File: config.mk
export PLATFORM = sky130hd
export DESIGN_NAME = shift_seq_ctrl_flat
export DESIGN_NICKNAME = d
export VERILOG_FILES = /design/src/rtl/shift_seq_ctrl_if.sv /design/src/rtl/shift_seq_ctrl.sv /design/src/flat_wrapper.sv
export SDC_FILE = /design/constraint.sdc
export NUM_CORES = 1
export LEC_CHECK = 0
export ABC_AREA = 1
export BUFFER_PORTS_ARGS = -buffer_cell sky130_fd_sc_hd__buf_2
export CAP_MARGIN = 30
export CORE_UTILIZATION = 40
export CTS_CLUSTER_DIAMETER = 80
export DETAILED_ROUTE_END_ITERATION = 8
export HOLD_SLACK_MARGIN = 0.15
export MAX_ROUTING_LAYER = met4
export PLACE_DENSITY = 0.65
export RECOVER_POWER = 25
export SYNTH_ARGS = -nofsm -noshare
export SYNTH_HDL_FRONTEND = slang
export SYNTH_SLANG_ARGS = --single-unit
File: constraint.sdc
create_clock -name clk -period 3.45 [get_ports clk]
set_clock_uncertainty 0.2 [all_clocks]
set_input_delay 0.345 -clock clk [delete_from_list [all_inputs] [get_ports clk]]
set_output_delay 0.345 -clock clk [all_outputs]
set_load 0.01 [all_outputs]
File: src/rtl/shift_seq_ctrl_if.sv
// shift_seq_ctrl_if
//   Request/response bundle for the multi-cycle shift sequencer.
//   Parameter WIDTH sets the operand width; the shift-amount width is derived
//   as $clog2(WIDTH).
//   Request side : req_valid, req_ready, req_data, req_amt, req_mode
//   Response side: resp_valid, resp_ready, resp_data
//   Status       : busy
//   modport master : the ALU issue logic (drives requests, accepts results)
//   modport slave  : the sequencer itself
interface shift_seq_ctrl_if #(
  parameter int WIDTH = 16
);
  localparam int AMT_W = $clog2(WIDTH);

  logic             req_valid;
  logic             req_ready;
  logic [WIDTH-1:0] req_data;
  logic [AMT_W-1:0] req_amt;
  logic [1:0]       req_mode;
  logic             resp_valid;
  logic             resp_ready;
  logic [WIDTH-1:0] resp_data;
  logic             busy;

  modport master (
    output req_valid, req_data, req_amt, req_mode, resp_ready,
    input  req_ready, resp_valid, resp_data, busy
  );

  modport slave (
    input  req_valid, req_data, req_amt, req_mode, resp_ready,
    output req_ready, resp_valid, resp_data, busy
  );
endinterface

File: src/rtl/shift_seq_ctrl.sv
// shift_seq_ctrl
//   Multi-cycle shift sequencer (SLL / SRA / ROR) replacing a single-cycle
//   barrel shifter. One radix-2 stage (2^(AMT_W-1) down to 1) is applied per
//   clock to an internal accumulator; the result is presented with a
//   valid/ready handshake.
//   Ports:
//     clk    - rising-edge clock
//     rst_n  - synchronous, active-low reset
//     bus    - shift_seq_ctrl_if.slave (request, response and busy signals)
//   req_mode: 00 SLL, 01 SRA, 10 ROR, 11 pass-through.
//   Optional feature macro: SHIFT_SEQ_EARLY_EXIT_EN
//     defined   - stages whose amount bit is zero are skipped, amount 0 goes
//                 straight to DONE (latency 1 + popcount(amt)).
//     undefined - always AMT_W shift cycles (latency AMT_W + 1).
//   Results are identical in both builds.
module shift_seq_ctrl #(
  parameter int WIDTH = 16
) (
  input logic           clk,
  input logic           rst_n,
  shift_seq_ctrl_if.slave bus
);
  localparam int AMT_W = $clog2(WIDTH);

  typedef enum logic [1:0] {
    IDLE  = 2'd0,
    SHIFT = 2'd1,
    DONE  = 2'd2
  } state_t;

  state_t           state_q, state_d;
  logic [WIDTH-1:0] acc_q, acc_d;
  logic [AMT_W-1:0] amt_q, amt_d;
  logic [AMT_W-1:0] stage_q, stage_d;
  logic [1:0]       mode_q, mode_d;

  logic [AMT_W-1:0] shamt;
  logic [WIDTH-1:0] stage_res;

`ifdef SHIFT_SEQ_EARLY_EXIT_EN
  logic [AMT_W-1:0] lower_bits;

  // Index of the most significant set bit; callers guarantee v != 0.
  function automatic logic [AMT_W-1:0] msb_index(input logic [AMT_W-1:0] v);
    logic [AMT_W-1:0] idx;
    idx = '0;
    for (int i = 0; i < AMT_W; i++) begin
      if (v[i]) idx = AMT_W'(i);
    end
    return idx;
  endfunction

  // Amount bits strictly below the current stage: the remaining work.
  assign lower_bits = amt_q & ((AMT_W'(1) << stage_q) - AMT_W'(1));
`endif

  // One radix-2 stage: shift the accumulator by 2^stage according to mode.
  // The rotate amount is never zero, so WIDTH - shamt stays below WIDTH.
  always_comb begin
    shamt = AMT_W'(1) << stage_q;
    case (mode_q)
      2'b00:   stage_res = acc_q << shamt;
      2'b01:   stage_res = $unsigned($signed(acc_q) >>> shamt);
      2'b10:   stage_res = (acc_q >> shamt) | (acc_q << (WIDTH - int'(shamt)));
      default: stage_res = acc_q;
    endcase
  end

  // Next-state and datapath update.
  always_comb begin
    state_d = state_q;
    acc_d   = acc_q;
    amt_d   = amt_q;
    mode_d  = mode_q;
    stage_d = stage_q;
    case (state_q)
      IDLE: begin
        if (bus.req_valid) begin
          acc_d  = bus.req_data;
          amt_d  = bus.req_amt;
          mode_d = bus.req_mode;
`ifdef SHIFT_SEQ_EARLY_EXIT_EN
          if (bus.req_amt == '0) begin
            state_d = DONE;
          end else begin
            state_d = SHIFT;
            stage_d = msb_index(bus.req_amt);
          end
`else
          state_d = SHIFT;
          stage_d = AMT_W'(AMT_W - 1);
`endif
        end
      end
      SHIFT: begin
        if (amt_q[stage_q]) acc_d = stage_res;
`ifdef SHIFT_SEQ_EARLY_EXIT_EN
        if (lower_bits == '0) begin
          state_d = DONE;
        end else begin
          stage_d = msb_index(lower_bits);
        end
`else
        if (stage_q == '0) begin
          state_d = DONE;
        end else begin
          stage_d = stage_q - AMT_W'(1);
        end
`endif
      end
      DONE: begin
        if (bus.resp_ready) state_d = IDLE;
      end
      default: state_d = IDLE;
    endcase
  end

  // State and datapath registers; reset discards any in-flight operation.
  always_ff @(posedge clk) begin
    if (!rst_n) begin
      state_q <= IDLE;
      acc_q   <= '0;
      amt_q   <= '0;
      mode_q  <= '0;
      stage_q <= '0;
    end else begin
      state_q <= state_d;
      acc_q   <= acc_d;
      amt_q   <= amt_d;
      mode_q  <= mode_d;
      stage_q <= stage_d;
    end
  end

  assign bus.req_ready  = (state_q == IDLE);
  assign bus.resp_valid = (state_q == DONE);
  assign bus.resp_data  = acc_q;
  assign bus.busy       = (state_q != IDLE);
endmodule

File: src/flat_wrapper.sv
// flat-port wrapper written by rule: the top's interface ports become plain ports
module shift_seq_ctrl_flat 
#(
  parameter int WIDTH = 16
)
  (clk, rst_n, bus_req_valid, bus_req_data, bus_req_amt, bus_req_mode, bus_resp_ready, bus_req_ready, bus_resp_valid, bus_resp_data, bus_busy);
  shift_seq_ctrl_if #(.WIDTH(WIDTH)) bus_i ();
  input logic clk;
  input logic rst_n;
  input wire logic [$bits(bus_i.req_valid)-1:0] bus_req_valid;
  input wire logic [$bits(bus_i.req_data)-1:0] bus_req_data;
  input wire logic [$bits(bus_i.req_amt)-1:0] bus_req_amt;
  input wire logic [$bits(bus_i.req_mode)-1:0] bus_req_mode;
  input wire logic [$bits(bus_i.resp_ready)-1:0] bus_resp_ready;
  output wire logic [$bits(bus_i.req_ready)-1:0] bus_req_ready;
  output wire logic [$bits(bus_i.resp_valid)-1:0] bus_resp_valid;
  output wire logic [$bits(bus_i.resp_data)-1:0] bus_resp_data;
  output wire logic [$bits(bus_i.busy)-1:0] bus_busy;
  assign bus_i.req_valid = bus_req_valid;
  assign bus_i.req_data = bus_req_data;
  assign bus_i.req_amt = bus_req_amt;
  assign bus_i.req_mode = bus_req_mode;
  assign bus_i.resp_ready = bus_resp_ready;
  assign bus_req_ready = bus_i.req_ready;
  assign bus_resp_valid = bus_i.resp_valid;
  assign bus_resp_data = bus_i.resp_data;
  assign bus_busy = bus_i.busy;
  shift_seq_ctrl #(.WIDTH(WIDTH)) u_core (.clk(clk), .rst_n(rst_n), .bus(bus_i));
endmodule
# After elaboration in Yosys (flattened, before gate mapping)

Cells that the tools add are included.

Add/subtract/negate cells: 2
Order comparisons: 1
Equal/unequal tests: 10
Shift-type cells: 5
Multiplexer cells: 13
Bitwise logic cells: 1
Reductions and logical operators: 9

Operators by type and width:

| operator              | count |
|---|---|
| $pmux W16 S3          | 1 |
| $mux W16              | 2 |
| $pmux W16 S2          | 1 |
| $shl A16 B32 Y16      | 1 |
| $or A16 B16 Y16       | 1 |
| $shl A16 B4 Y16       | 1 |
| $shr A16 B4 Y16       | 1 |
| $sshr A16 B4 Y16      | 1 |
| $mux W4               | 2 |
| $pmux W4 S2           | 1 |
| $mux W2               | 3 |
| $ne A2 B2 Y1 const B  | 3 |
| $pmux W2 S3           | 1 |
| $reduce_and A3 Y1     | 2 |
| $sub A5 B4 Y6 const A | 1 |
| $eq A2 B1 Y1 const B  | 2 |
| $eq A2 B2 Y1 const B  | 2 |
| $logic_not A2 Y1      | 2 |
| $logic_not A4 Y1      | 1 |
| $lt A4 B3 Y1 const B  | 1 |
| $ne A2 B1 Y1 const B  | 2 |
| $ne A4 B4 Y1 const B  | 1 |
| $reduce_and A4 Y1     | 1 |
| $reduce_bool A2 Y1    | 2 |
| other kinds (5)       | 5 |

Flip-flop bits (word level): 28
Input bits: 26
Output and inout bits: 19
Logic and storage cells: 46

# Logic depth before layout (Yosys ltp)

Depth in word-level cells: 7
Depth in mapped cells: 20
Depth with buffers taken out: 17

# Worst setup path after synthesis

Ideal clock, no wire load.

Kind: flip-flop to flip-flop
From: register u_core.stage_q[1]
To: register u_core.acc_q[12] (netlist: u_core.bus.resp_data[12])
Library setup time: 0.128 ns
Arrival: 2.368 ns
Data required time: 3.122 ns
Path slack: 0.754 ns
Stages on the path, launching flop included: 19
Buffers on the path: 3
Period minus slack after synthesis: 2.696 ns
Cell sequence: dfxtp_1 > nor2_4 > nand3_2 > buf_2 > ha_1 > buf_2 > inv_1 > clkbuf_1 > nand3_1 > nand3_1 > nand3_1 > nand3_1 > nand2_1 > nand2_1 > nand2_1 > nand2_1 > nand2_1 > nand2_1 > a21oi_1

Cells in the longest elaborated chain, start to end: 7
Elaborated cells on any way between the ends: 14
Those cells by class: 1 x add/sub; 1 x eq/ne; 5 x shift; 5 x mux; 1 x bitwise; 1 x reduce/logical

RTL lines:

| what                   | RTL line              | text |
|---|---|---|
| from (decl)            | shift_seq_ctrl.sv:34  | `logic [AMT_W-1:0] stage_q, stage_d;` |
| from (signal assigned) | shift_seq_ctrl.sv:131 | `stage_q <= stage_d;` |
| $shl A1 B4 Y4          | shift_seq_ctrl.sv:60  | `shamt = AMT_W'(1) << stage_q;` |
| $sub A5 B4 Y6          | shift_seq_ctrl.sv:64  | `2'b10: stage_res = (acc_q >> shamt) \| (acc_q << (WIDTH - int'(shamt)));` |
| $shl A16 B32 Y16       | shift_seq_ctrl.sv:64  |  |
| $or A16 B16 Y16        | shift_seq_ctrl.sv:64  |  |
| $pmux W16 S3           | shift_seq_ctrl.sv:61  | `case (mode_q)` |
| $mux W16               | shift_seq_ctrl.sv:96  | `if (amt_q[stage_q]) acc_d = stage_res;` |
| $pmux W16 S2           | shift_seq_ctrl.sv:76  | `case (state_q)` |
| to (signal assigned)   | shift_seq_ctrl.sv:122 | `acc_q <= '0;` |
| to (signal assigned)   | shift_seq_ctrl.sv:128 | `acc_q <= acc_d;` |
| to (decl)              | shift_seq_ctrl.sv:32  | `logic [WIDTH-1:0] acc_q, acc_d;` |

Parallel ways exist; a longest one is shown, timed or not. The select of a mux whose other input is x is not followed.
A chain may end at the register's enable or synchronous reset.

# Worst setup path in the final report

From: register u_core.stage_q[0]
To: register u_core.acc_q[11] (netlist: u_core.bus.resp_data[11])

Same word-level chain as after synthesis.

==> results.py <==
metrics = {
    "final_layout": {
        "n_antenna_cell": 0,
        "utilization_pct": 46.6,
        "fin_cells": 744,
        "final_nets": 674,
        "drive_above_1_share_pct": 10.7,
        "final_area_um2": 3670,
        "areaGrowthSynthToFinish_pct": 10.6,
    },
    "placement": {
        "routabilityCongestion": 1.08,
        "placedCellCount": 734,
        "numPortBuffers": 44,
        "place_ws_ns": 0.449,
        "place_area_um2": 3560,
        "hpwl_um": 11400,
    },
    "pwr": {
        "power.total_mw": 2.33,
        "p_sw_mw": 1.33,
        "sw_frac_of_total_pct": 56.8,
        "power_frac_seq_pct": 19.2,
        "p_leak_nw": 1.79,
        "ir_drop_uv": 380,
        "clkPwrFrac_pct": 11.1,
        "p_comb_share_pct": 69.8,
        "p_int_mw": 1.01,
        "powerDensity_nw_per_um2": 635,
    },
    "route": {
        "routed_via_density": 5.94,
        "drtPass1Iterations": 6,
        "num_vias": 4417,
        "drc_errors": 0,
        "drt-total-wl_um": 14500,
        "drt_first_iter_violations": 366,
        "ant_nets": 0,
        "wire_per_inst_um": 19.5,
    },
    "yosys": {
        "syn_area_per_cell_um2": 5.43,
        "synth_cells": 612,
        "async_flop_share_pct": 0,
        "synth-seq-cells": 28,
        "syn_nets": 643,
        "ys_types": 38,
        "synth_edf_count": 0,
        "synth-seq-area-share_pct": 16.9,
        "yosysWarnings": 0,
        "ys.flop_type": "dfxtp_1",
        "synth_area_um2": 3320,
    },
    "clocking": {
        "clock_sinks": 28,
        "insertion_delay_ns": 0.28,
        "cts.path.max_buffers": 2,
        "htree_levels": 1,
        "ctsResizeCount": 0,
        "hold_buffers": 5,
        "postCtsSetupBuffers": 0,
        "cts_root_buffer": "clkbuf_8",
        "cts_tree": "done",
        "cts.clk_slew.worst_paths_ns": 0.10,
        "numCtsBuffers": 3,
    },
    "worst_setup_path": {
        "crit_path_start": "u_core.stage_q[0]",
        "r2r_slack_ns": 0.37,
        "ff2ff_path_depth": 16,
        "cp_max_fo": 19,
        "crit_arrival_ns": 3.08,
        "worstSetupStartpointType": "flip-flop",
        "endpoint_kind": "flip-flop",
        "crit_path_end": "u_core.bus.resp_data[11]",
        "critPathKind": "reg2reg",
        "regToRegEndpoint": "u_core.bus.resp_data[11]",
        "worst_ep_required_time_ns": 3.45,
        "r2r_start": "u_core.stage_q[0]",
    },
    "sta": {
        "slew_headroom_pct": 44.1,
        "final_hold_viol_count": 0,
        "holdWs_ns": 0.143,
        "finalCritPeriodShare_pct": 89.4,
        "slew_viol_final": 0,
        "post-route-min-period_ns": 3.08,
        "rsz0062_at_grt": "no",
        "tns_ns": 0,
        "fmax_mhz": 324,
        "tightest_slew_ns": 0.836,
        "timing.final.ws_setup_ns": 0.365,
        "setup_viol": 0,
    },
    "global_route": {
        "grt_max_degree": 32,
        "antenna_found_initial": 0,
        "grt_pass1_vias": 3882,
        "grt_overflow_total": 0,
        "grt_pass1_wl_um": 22000,
        "grt_usage_pct": 35.0,
    },
    "status": {
        "outcome": "completed",
    },
    "floorplanning": {
        "rows": 32,
        "die-area_um2": 8680,
        "die_width_um": 93.2,
        "io_pins": 45,
        "fp.dieH_um": 93.2,
        "start_util_pct": 42.1,
        "core_um2": 7890,
    },
    "worst_hold_path": {
        "hp-class": "in2reg",
    },
    "job": {
        "cap_viol_max_count": 0,
    },
}
==> layout make-up <==
class                      instances  area, µm²
clock inverter                     1       30.0
multi-input combinational        500       2390
timing repair buffer              58        327
tap                              102        128
clock buffer                       3       41.3
fill                             862       4210
sequential                        28        561
inverter                          52        195
==> worst min-delay path by stage <==
stage / start / endpoint / slack, ns / cells past startpoint
2_1_floorplan: u_core.amt_q[1] / u_core.amt_q[1] / 0.23 / 2
3_3_place_gp: u_core.amt_q[1] / u_core.amt_q[1] / 0.25 / 2
3_5_place_dp: u_core.amt_q[1] / u_core.amt_q[1] / 0.26 / 2
4_1_cts: bus_req_mode[1] / u_core.mode_q[1] / 0.15 / 3
5_1_grt: bus_req_amt[1] / u_core.amt_q[1] / 0.16 / 3
6_report: bus_req_mode[1] / u_core.mode_q[1] / 0.14 / 3
==> worst max-delay path, cell delays in order (launching register included) <==
cell and delay, ns:
dfxtp_1 0.46, nor2_8 0.32, nand2_4 0.15, ha_1 0.33, inv_1 0.35, nand3_1 0.16, nand2_1 0.09, nand2_1 0.05
a21oi_1 0.14, nand2_1 0.10, nand2_1 0.07, nand2_1 0.05, nand2_1 0.14, nand2_1 0.07, nand2_1 0.13, nand2_1 0.06
a21oi_1 0.12
==> synth_stat cells, types with 6 or more instances <==
library cell  instances  share of area (%)
a211oi_1              6                1.4
o211ai_1              6                1.4
or2_2                 7                1.3
nand3_1             109                 16
o21ai_1              17                2.6
inv_1                48                5.4
dfxtp_1              28                 17
buf_2                10                1.5
nor2_1               36                4.1
a21oi_1              36                5.4
o21ai_0              48                7.2
clkbuf_1             13                1.5
nand2_1             197                 22
==> layout by cell type, fill, tap and decap left out, types with 8 or more instances in the layout <==
cell      synthesis  layout
dfxtp_1          28      28
inv_1            48      48
nand3_1         109     109
clkbuf_1         13      11
buf_2            10      33
nor2_1           36      36
nand2_1         197     197
o21ai_1          17      17
o21ai_0          48      48
buf_4             5       8
a21oi_1          36      36
==> state kept, by name (all words and copies together) (netlist names) <==
name,count
u_core.bus.resp_data,16
u_core.mode_q,2
u_core.amt_q,4
u_core.state_q,2
u_core.stage_q,4
==> layer usage <==
| layer | vias to the layer above | track usage [%] | wire length [µm] |
|---|---|---|---|
| met5 | - | - | 0 |
| met4 | 0 | 14.5 | 694 |
| met3 | 52 | 3.25 | 1390 |
| met2 | 275 | 54.0 | 6380 |
| met1 | 1995 | 46.7 | 6050 |
| li1 | 2095 | - | - |
==> logic make-up after synthesis <==
| family | synth area share (%) |
|---|---|
| simple gates | 48.8 |
| buf+inv | 11.1 |
| flops | 16.9 |
| fa+ha+maj | 1.88 |
| compound gates | 21.3 |
==> power by group through the flow <==
stage	clock network (mW)	registers, mW	logic, mW
2_1_floorplan	0	0.428	1.15
5_1_grt	0.276	0.452	1.77
6_report	0.258	0.447	1.63
3_3_place_gp	0	0.450	1.58
4_1_cts	0.259	0.445	1.58
3_5_place_dp	0	0.452	1.57
Power figures use the tool's default switching activity.
